$ cat src/rtl/stream_pattern_master.sv
// AXI4-Stream pattern generator: emits frames of len+1 beats (increment, constant or LFSR pattern).
// Optional macro STREAM_PATTERN_LFSR_EN enables the LFSR pattern for mode 2; otherwise mode 2 increments.
module stream_pattern_master #(
    parameter int DATA_WIDTH        = 32,
    parameter int STORAGE_IDX_WIDTH = 10
) (
    input  logic                         clk,
    input  logic                         reset,
    input  logic                         start,
    input  logic [STORAGE_IDX_WIDTH-1:0] len,
    input  logic [1:0]                   mode,
    input  logic [DATA_WIDTH-1:0]        base,
    output logic                         busy,
    output logic                         done,
    output logic [DATA_WIDTH-1:0]        M_AXI_TDATA,
    output logic [DATA_WIDTH/8-1:0]      M_AXI_TKEEP,
    output logic                         M_AXI_TVALID,
    input  logic                         M_AXI_TREADY,
    output logic                         M_AXI_TLAST
);

    localparam int KEEP_WIDTH = DATA_WIDTH / 8;

    typedef enum logic [1:0] {
        ST_IDLE   = 2'd0,
        ST_STREAM = 2'd1,
        ST_DONE   = 2'd2
    } state_t;

    state_t                         state_r, next_state_s;
    logic [STORAGE_IDX_WIDTH-1:0]   len_r, cnt_r, cnt_nx_s;
    logic [1:0]                     mode_r;
    logic [DATA_WIDTH-1:0]          base_r, data_r, seed_s;
    logic                           last_r, tvalid_r, busy_r, done_r;
    logic [KEEP_WIDTH-1:0]          keep_r;
    logic                           tvalid_nx_s, busy_nx_s, done_nx_s, handshake_s;

    // Mode 3 (reserved) and, without the LFSR build, mode 2 fall through to increment.
    function automatic logic [DATA_WIDTH-1:0] next_beat(input logic [DATA_WIDTH-1:0] cur,
                                                        input logic [1:0]            m,
                                                        input logic [DATA_WIDTH-1:0] b);
        case (m)
            2'd1:    next_beat = b;
`ifdef STREAM_PATTERN_LFSR_EN
            2'd2:    next_beat = {cur[DATA_WIDTH-2:0], cur[DATA_WIDTH-1] ^ cur[DATA_WIDTH-2]};
`endif
            default: next_beat = cur + DATA_WIDTH'(1);
        endcase
    endfunction

    assign handshake_s = tvalid_r & M_AXI_TREADY;
    assign cnt_nx_s    = cnt_r + STORAGE_IDX_WIDTH'(1);

    // First-beat value; an all-zero LFSR seed would lock up, so it becomes 1.
    always_comb begin
        seed_s = base;
`ifdef STREAM_PATTERN_LFSR_EN
        if ((mode == 2'd2) && (base == '0)) begin
            seed_s = DATA_WIDTH'(1);
        end else begin
            seed_s = base;
        end
`endif
    end

    // State register.
    always_ff @(posedge clk or negedge reset) begin
        if (!reset) begin
            state_r <= ST_IDLE;
        end else begin
            state_r <= next_state_s;
        end
    end

    // Next-state logic.
    always_comb begin
        next_state_s = state_r;
        case (state_r)
            ST_IDLE: begin
                if (start) next_state_s = ST_STREAM;
                else       next_state_s = ST_IDLE;
            end
            ST_STREAM: begin
                if (handshake_s && last_r) next_state_s = ST_DONE;
                else                       next_state_s = ST_STREAM;
            end
            ST_DONE: next_state_s = ST_IDLE;
            default: next_state_s = ST_IDLE;
        endcase
    end

    // Output decode from the next state so the control outputs come straight from flops.
    always_comb begin
        tvalid_nx_s = 1'b0;
        busy_nx_s   = 1'b0;
        done_nx_s   = 1'b0;
        case (next_state_s)
            ST_STREAM: begin
                tvalid_nx_s = 1'b1;
                busy_nx_s   = 1'b1;
            end
            ST_DONE: begin
                busy_nx_s = 1'b1;
                done_nx_s = 1'b1;
            end
            default: begin
                tvalid_nx_s = 1'b0;
                busy_nx_s   = 1'b0;
                done_nx_s   = 1'b0;
            end
        endcase
    end

    // Control output registers.
    always_ff @(posedge clk or negedge reset) begin
        if (!reset) begin
            tvalid_r <= 1'b0;
            busy_r   <= 1'b0;
            done_r   <= 1'b0;
            keep_r   <= '0;
        end else begin
            tvalid_r <= tvalid_nx_s;
            busy_r   <= busy_nx_s;
            done_r   <= done_nx_s;
            keep_r   <= {KEEP_WIDTH{tvalid_nx_s}};
        end
    end

    // Frame parameters, beat counter and current beat; all advance only on handshake.
    always_ff @(posedge clk or negedge reset) begin
        if (!reset) begin
            len_r  <= '0;
            mode_r <= 2'd0;
            base_r <= '0;
            data_r <= '0;
            cnt_r  <= '0;
            last_r <= 1'b0;
        end else begin
            case (state_r)
                ST_IDLE: begin
                    if (start) begin
                        len_r  <= len;
                        mode_r <= mode;
                        base_r <= seed_s;
                        data_r <= seed_s;
                        cnt_r  <= '0;
                        last_r <= (len == '0);
                    end
                end
                ST_STREAM: begin
                    if (handshake_s) begin
                        if (last_r) begin
                            last_r <= 1'b0;
                        end else begin
                            cnt_r  <= cnt_nx_s;
                            data_r <= next_beat(data_r, mode_r, base_r);
                            last_r <= (cnt_nx_s == len_r);
                        end
                    end
                end
                default: begin
                    last_r <= 1'b0;
                end
            endcase
        end
    end

    assign M_AXI_TDATA  = data_r;
    assign M_AXI_TKEEP  = keep_r;
    assign M_AXI_TVALID = tvalid_r;
    assign M_AXI_TLAST  = last_r;
    assign busy         = busy_r;
    assign done         = done_r;

endmodule

$ cat config.mk
export PLATFORM = sky130hd
export DESIGN_NAME = stream_pattern_master
export DESIGN_NICKNAME = d
export VERILOG_FILES = /design/src/rtl/stream_pattern_master.sv
export SDC_FILE = /design/constraint.sdc
export NUM_CORES = 1
export LEC_CHECK = 0
export BUFFER_PORTS_ARGS = -buffer_cell sky130_fd_sc_hd__buf_2
export CORE_UTILIZATION = 45
export CTS_CLUSTER_DIAMETER = 100
export CTS_CLUSTER_SIZE = 8
export DETAILED_ROUTE_END_ITERATION = 16
export GPL_ROUTABILITY_DRIVEN = 0
export MAX_ROUTING_LAYER = met4
export PLACE_DENSITY = 0.66
export SLEW_MARGIN = 0
export SYNTH_ARGS = -nofsm -noshare
export SYNTH_HDL_FRONTEND = slang
export SYNTH_SLANG_ARGS = --single-unit
$ cat constraint.sdc
create_clock -name clk -period 5.3 [get_ports clk]
set_input_delay 0.265 -clock clk [delete_from_list [all_inputs] [get_ports clk]]
set_output_delay 0.265 -clock clk [all_outputs]
set_load 0.03 [all_outputs]
==> summary.txt, run 1 <==
Synth
  – Sequential-to-total area share from yosys stat: 45.3%
  – Mapped Nets: 662
  – Dominant cell type by area after synthesis: dfrtp_1
  – Synth async-reset ratio: 100%
  – Register bit count reported by yosys: 92
  – Top_reg_cell synth: dfrtp_1
  – Synth Area in XOR/XNOR: 3.62%
  – Syn Inst Count: 610
  – Top-area cell type share of the netlist area: 45.3%
  – Synth area leaders: dfrtp_1 (45%), nand2_1 (13%), o21ai_0 (4.0%)
  – Mean post-synth cell area: 8.34 µm²
  – Largest family of logic cells by synthesized area: simple AND/OR/NAND/NOR gates
  – Most common cell in the synthesized netlist: nand2_1
  – Warnings, synthesis: 0
  – EDFF count, synth: 0
  – Mapped Area: 5090 µm²
  – Simple-gate portion of the synthesized area: 26.1%
  – Synth Area in Compound Gates: 19.1%
  – Post-synthesis adder-cell area fraction: 0.984%
  – Mux contribution to synthesized area: 0.615%
  – Distinct cells, synth: 63
  – Commonest cells in the netlist: nand2_1 (170), dfrtp_1 (92), o21ai_0 (41)

Layout
  – Layout area overhead: 16.7%
  – Fin cells: 821
  – NumNets Final: 729
  – Antenna diodes: 0
  – Share of cells above drive strength 1: 18.2%
  – Final core occ: 54.3%
  – Post-route cell area: 5930 µm²
  – Fill cell count: 1070

Run status
  – Status: completed

Clock network
  – Sink Count: 92
  – Clock Latency Late Sink: 350 ps
  – Post-CTS setup repair buffer count: 0
  – Max clock buf depth: 2
  – Root buffer cell: clkbuf_16
  – CTS tree: yes
  – Clk slew on worst S/H paths: 60 ps
  – TritonCTS Buffers: 9
  – CTS HTree Levels: 3

Global routing
  – Initial antenna violation count: 0
  – Vias in the first global route: 4454
  – First-pass GRT wire length: 22700 µm
  – Largest net degree at the start of global routing: 54
  – Global route overflow: 0
  – GRT Util Overall: 26.2%

Power
  – Pwr/cell area: 657 nW/µm²
  – Leakage Power: 2.82 nW
  – Tot Pwr: 3.90 mW
  – VDD IR-drop max: 0.338 mV

Detailed routing
  – DRT antenna net count: 0
  – Via count: 4750
  – TritonRoute pass-1 iters: 6
  – DRC viols: 0
  – DR WL/cell: 17.0 µm
  – DR iter-0 viols: 353
  – Total wire length: 14000 µm
  – Vias per inst: 5.79

STA
  – Endpoints failing hold: 0
  – Max_slew headroom: 24.9%
  – Fin Setup TNS: 0 ps
  – Worst Clk Skew: 8.18 ps
  – Worst slew pin tran: 1120 ps
  – Max-slew violations: 0
  – Final min period: 2610 ps
  – FMAX: 384 MHz
  – RSZ-0062 raised after global routing: no
  – Final setup violation count: 0
  – Fin crit share: 49.2%

Worst setup path
  – Critical path type: reg -> reg
  – CP Max Fanout: 12
  – Crit path required time: 5530 ps
  – CP Capture Type: flip-flop
  – WP data arrival: 2840 ps
  – Crit path launch type: flip-flop

Run
  – Maxcap violations: 0

Die
  – FP Rows: 38
  – Initial core utilization: 46.5%
  – Die W: 108 µm
  – Die ar.: 11700 µm²
  – CORE AREA: 10900 µm²
  – Chip Height: 108 µm
  – Io pins: 88

Placed design
  – Post-DP Area: 5580 µm²
  – Detailed Place HPWL: 9560 µm
  – Number of port buffers: 87
  – Placed Instances: 805

Hold path
  – Hold crit path type: in -> reg
[layout make-up]
| cell class | instances | area, µm² | share of cell area [%] |
|---|---|---|---|
| multi-input cells | 468 | 2570 | 43.3 |
| flip-flops and latches | 92 | 2300 | 38.8 |
| repair buffers | 97 | 515 | 8.69 |
| clock buffers | 10 | 239 | 4.03 |
| well taps | 140 | 175 | 2.95 |
| clock inverters | 5 | 100 | 1.69 |
| inverters | 9 | 33.8 | 0.569 |
[worst max-delay path, cell delays in order, from the launching register on]
cell and delay (ps):
dfrtp_1 490, nand4_2 240, nor3_1 950, and3b_2 390, a21oi_1 70, o32a_1 340
[path summary, 6_finish.rpt]
kind	slack, ps	to	start	cells past startpoint
hold / removal	110	mode_r[1]$_DFFE_PN0P_	mode[1]	3
setup reg to reg	2690	M_AXI_TDATA[29]$_DFFE_PN0P_	M_AXI_TDATA[10]$_DFFE_PN0P_	5
max in group asynchronous	3790	M_AXI_TDATA[13]$_DFFE_PN0P_	reset	3
min in group asynchronous	460	len_r[0]$_DFFE_PN0P_	reset	2
setup / recovery	2690	M_AXI_TDATA[29]$_DFFE_PN0P_	M_AXI_TDATA[10]$_DFFE_PN0P_	5
hold reg to reg	480	base_r[27]$_DFFE_PN0P_	base_r[27]$_DFFE_PN0P_	2
[cells by family after synthesis]
logic type | Yosys count
fa+ha+maj | 4
compound gates | 149
simple gates | 291
mux | 3
flops | 92
buf+inv | 50
xor+xnor | 21
[metrics by stage]
stage	hold WS (ps)	worst slack, ps
4_1_cts	102	2700
2_1_floorplan	-30.6	3260
3_3_place_gp	283	2760
5_1_grt	120	2490
3_5_place_dp	293	2700
6_report	110	2690
[power breakdown]
group	internal (mW)	switching (mW)	total [mW]	leakage, nW
clock	0.469	0.271	0.741	0.168
sequential	1.01	0.340	1.35	1.12
combinational	0.657	1.15	1.81	1.53
[layer usage]
layer	GRT usage (%)	up-vias	wire, µm	share of wire [%]
met1	35.0	2309	6380	46
met3	3.80	16	698	5.0
li1	-	2279	-	-
met2	40.9	146	6690	48
met5	-	-	0	0
met4	8.88	0	189	1.4
[layout by cell type (no fill, tap or decap), types with 5 or more instances in the layout]
cell type / netlist / final
a211oi_1: 5 / 5
a21oi_1: 31 / 31
a22o_1: 9 / 9
a22oi_1: 6 / 6
a31oi_1: 6 / 6
and3_1: 6 / 6
buf_2: 8 / 86
buf_4: 5 / 10
clkbuf_16: 0 / 9
dfrtp_1: 92 / 92
inv_1: 9 / 9
nand2_1: 170 / 170
nand2b_1: 7 / 7
nand3_1: 19 / 19
nand4_1: 10 / 10
nor2_1: 36 / 36
nor3_1: 6 / 6
nor4_1: 9 / 9
o21ai_0: 41 / 41
o21ai_1: 7 / 7
o31ai_1: 5 / 5
or3_1: 5 / 5
xnor2_1: 13 / 13
xor2_1: 8 / 8
[state kept, by name, summed over array words and instances, names as in the netlist]
signal       cells
M_AXI_TDATA     32
M_AXI_TKEEP      1
M_AXI_TLAST      1
base_r          32
busy             1
cnt_r           10
done             1
len_r           10
mode_r           2
state_r          2
[timing repair]
action                                 in CTS  in global routing
endpoints found under the hold margin      39                  0
gates resized for setup                     0                  0
hold buffers                                1                  0
Power figures use the tool's default switching activity.
==> run 2, diff against run 1 <==
--- a/config.mk
+++ b/config.mk
@@ -12,7 +12,7 @@
 export DETAILED_ROUTE_END_ITERATION = 16
 export GPL_ROUTABILITY_DRIVEN = 0
 export MAX_ROUTING_LAYER = met4
-export PLACE_DENSITY = 0.66
+export PLACE_DENSITY = 0.69
 export SLEW_MARGIN = 0
 export SYNTH_ARGS = -nofsm -noshare
 export SYNTH_HDL_FRONTEND = slang
==> constraint.sdc (replaced) <==
create_clock -name clk -period 2.2 [get_ports clk]
set_input_delay 0.11 -clock clk [delete_from_list [all_inputs] [get_ports clk]]
set_output_delay 0.11 -clock clk [all_outputs]
set_load 0.03 [all_outputs]
==> summary.txt, run 2 (synthesized netlist as in run 1, its figures left out) <==
Worst setup path
  – Max incr delay on CP: 550 ps (-400 ps)
  – CP bufs+invs: 0 (unchanged)
  – Crit path launch type: flip-flop
  – Critical path type: reg -> reg
  – Crit path required time: 2430 ps (-3100 ps)
  – CP Capture Type: flip-flop
  – Cell family with most CP delay: simple AND/OR/NAND/NOR gates
  – Critical-path top delay cell: or4_4
  – WP data arrival: 2220 ps (-620 ps)
  – CP Max Fanout: 6 (-6)
  – Crit-path cells: nand4_2 > or4_4 > and3b_2 > a21oi_1 > o32a_1

Clock network
  – Clock Latency Late Sink: 340 ps (about the same)
  – Clk slew on worst S/H paths: 70 ps (about the same)
  – Post-CTS setup repair buffer count: 0 (unchanged)
  – Max clock buf depth: 2 (unchanged)
  – CTS HTree Levels: 3 (unchanged)
  – Hold buffers post-CTS: 36 (+35)
  – Root buffer cell: clkbuf_16
  – Post-CTS Resized: 0 (unchanged)
  – Sink Count: 92 (unchanged)
  – TritonCTS Buffers: 9 (unchanged)
  – CTS tree: yes

Detailed routing
  – Total wire length: 14600 µm (+4.9%)
  – DRT antenna net count: 0 (unchanged)
  – Vias per inst: 5.79 (about the same)
  – TritonRoute pass-1 iters: 6 (unchanged)
  – DR iter-0 viols: 350 (-0.85%)
  – Via count: 5072 (+6.8%)
  – DR WL/cell: 16.7 µm (-1.6%)
  – DRC viols: 0 (unchanged)

STA
  – Fin Setup TNS: 0 ps (unchanged)
  – Max_slew headroom: 51.3% (+26 points)
  – Worst slew pin tran: 728 ps (-391 ps)
  – Endpoints failing hold: 0 (unchanged)
  – Fin crit share: 90.7% (+42 points)
  – FMAX: 501 MHz (+31%)
  – Worst Clk Skew: 11.7 ps (+3.54 ps)
  – WHS: 5.00 ps (-105 ps)
  – Max-slew violations: 0 (unchanged)
  – Final min period: 2000 ps (-611 ps)
  – RSZ-0062 raised after global routing: no
  – Final setup violation count: 0 (unchanged)

Die
  – Initial core utilization: 46.5% (unchanged)
  – CORE AREA: 10900 µm² (unchanged)
  – Die W: 108 µm (unchanged)
  – FP Rows: 38 (unchanged)
  – Chip Height: 108 µm (unchanged)
  – Die ar.: 11700 µm² (unchanged)
  – Io pins: 88 (unchanged)

Layout
  – Antenna diodes: 0 (unchanged)
  – Fin cells: 876 (+6.7%)
  – Share of cells above drive strength 1: 19.6% (+1.4 points)
  – Commonest cells after routing, fill and taps aside: nand2_1 (170), dfrtp_1 (92), buf_2 (86)
  – Commonest non-fill, non-tap cell in the layout: nand2_1
  – Fill cell count: 992 (-7.3%)
  – Layout area overhead: 27.1%
  – NumNets Final: 783 (+7.4%)
  – Final core occ: 59.1% (+4.8 points)

Power
  – Pwr/cell area: 1500 nW/µm² (+130%)
  – Leakage Power: 3.07 nW (+8.9%)
  – Tot Pwr: 9.71 mW (+150%)
  – VDD IR-drop max: 0.642 mV (+90%)

Global routing
  – Met3 usage: 2.77% (-1.0 points)
  – GRT Max-Usage Layer: met2
  – Initial antenna violation count: 0 (unchanged)
  – Global route overflow: 0 (unchanged)
  – GRT Util Overall: 27.3% (+1.1 points)
  – First-pass GRT wire length: 24200 µm (+6.3%)
  – Largest net degree at the start of global routing: 57 (+5.6%)
  – Met1 Track Usage GR: 36.3% (+1.4 points)
  – Vias in the first global route: 4920 (+10%)
  – Met2 usage: 41.9% (+0.96 points)

Placed design
  – Placed Instances: 824 (+2.4%)
  – Number of port buffers: 87 (unchanged)
  – Detailed Place HPWL: 9890 µm (+3.4%)

Run
  – Maxcap violations: 0 (unchanged)

Hold path
  – Hold crit path type: in -> reg

Run status
  – Status: completed
run 2: changes by cell type in the layout (fill, tap and decap cells not counted), sizes merged:
cell | before | now
dlygate4sd3 | 1 | 36
buf | 96 | 115
clkinvlp | 0 | 1
run 2: path summary, 6_finish.rpt:
check	start	to	slack, ps	cells after the start
max in group asynchronous	reset	M_AXI_TDATA[4]$_DFFE_PN0P_	1260	3
max	M_AXI_TDATA[22]$_DFFE_PN0P_	M_AXI_TDATA[29]$_DFFE_PN0P_	200	5
max reg2reg	M_AXI_TDATA[22]$_DFFE_PN0P_	M_AXI_TDATA[29]$_DFFE_PN0P_	200	5
min	base[11]	base_r[11]$_DFFE_PN0P_	5	3
min reg2reg	base_r[27]$_DFFE_PN0P_	base_r[27]$_DFFE_PN0P_	470	2
min in group asynchronous	reset	M_AXI_TDATA[23]$_DFFE_PN0P_	280	2
run 2: final cells by class:
type	count	area, µm²	area share (%)
clock buffer	10	239	3.70
clock inverter	6	111	1.72
inverter	9	33.8	0.523
multi-input combinational	468	2570	39.7
sequential	92	2300	35.6
tap	140	175	2.71
timing repair buffer	151	1030	16.0
run 2: per-layer routing:
layer  vias to the layer above  part of all wire (%)
li1                       2381                     -
met1                      2417                    43
met2                       238                    47
met3                        36                   7.1
met4                         0                   2.9
met5                         -                     0
run 2: where the power goes:
part	internal (mW)	total [mW]	switching [mW]
sequential	2.43	3.24	0.808
combinational	1.78	4.66	2.88
clock	1.14	1.82	0.676
run 2: through the flow:
step / cell area, µm² / setup WS, ps
5_1_grt: 6460 / 4.38
3_5_place_dp: 5750 / 222
2_1_floorplan: 5090 / 155
3_3_place_gp: 5750 / 267
4_1_cts: 6460 / 223
6_report: 6460 / 205
run 2: worst register-to-register path: stages, from the launching register on:
cell and delay [ps]:
dfrtp_1 470, nand4_2 180, or4_4 550, and3b_2 270
a21oi_1 70, o32a_1 340
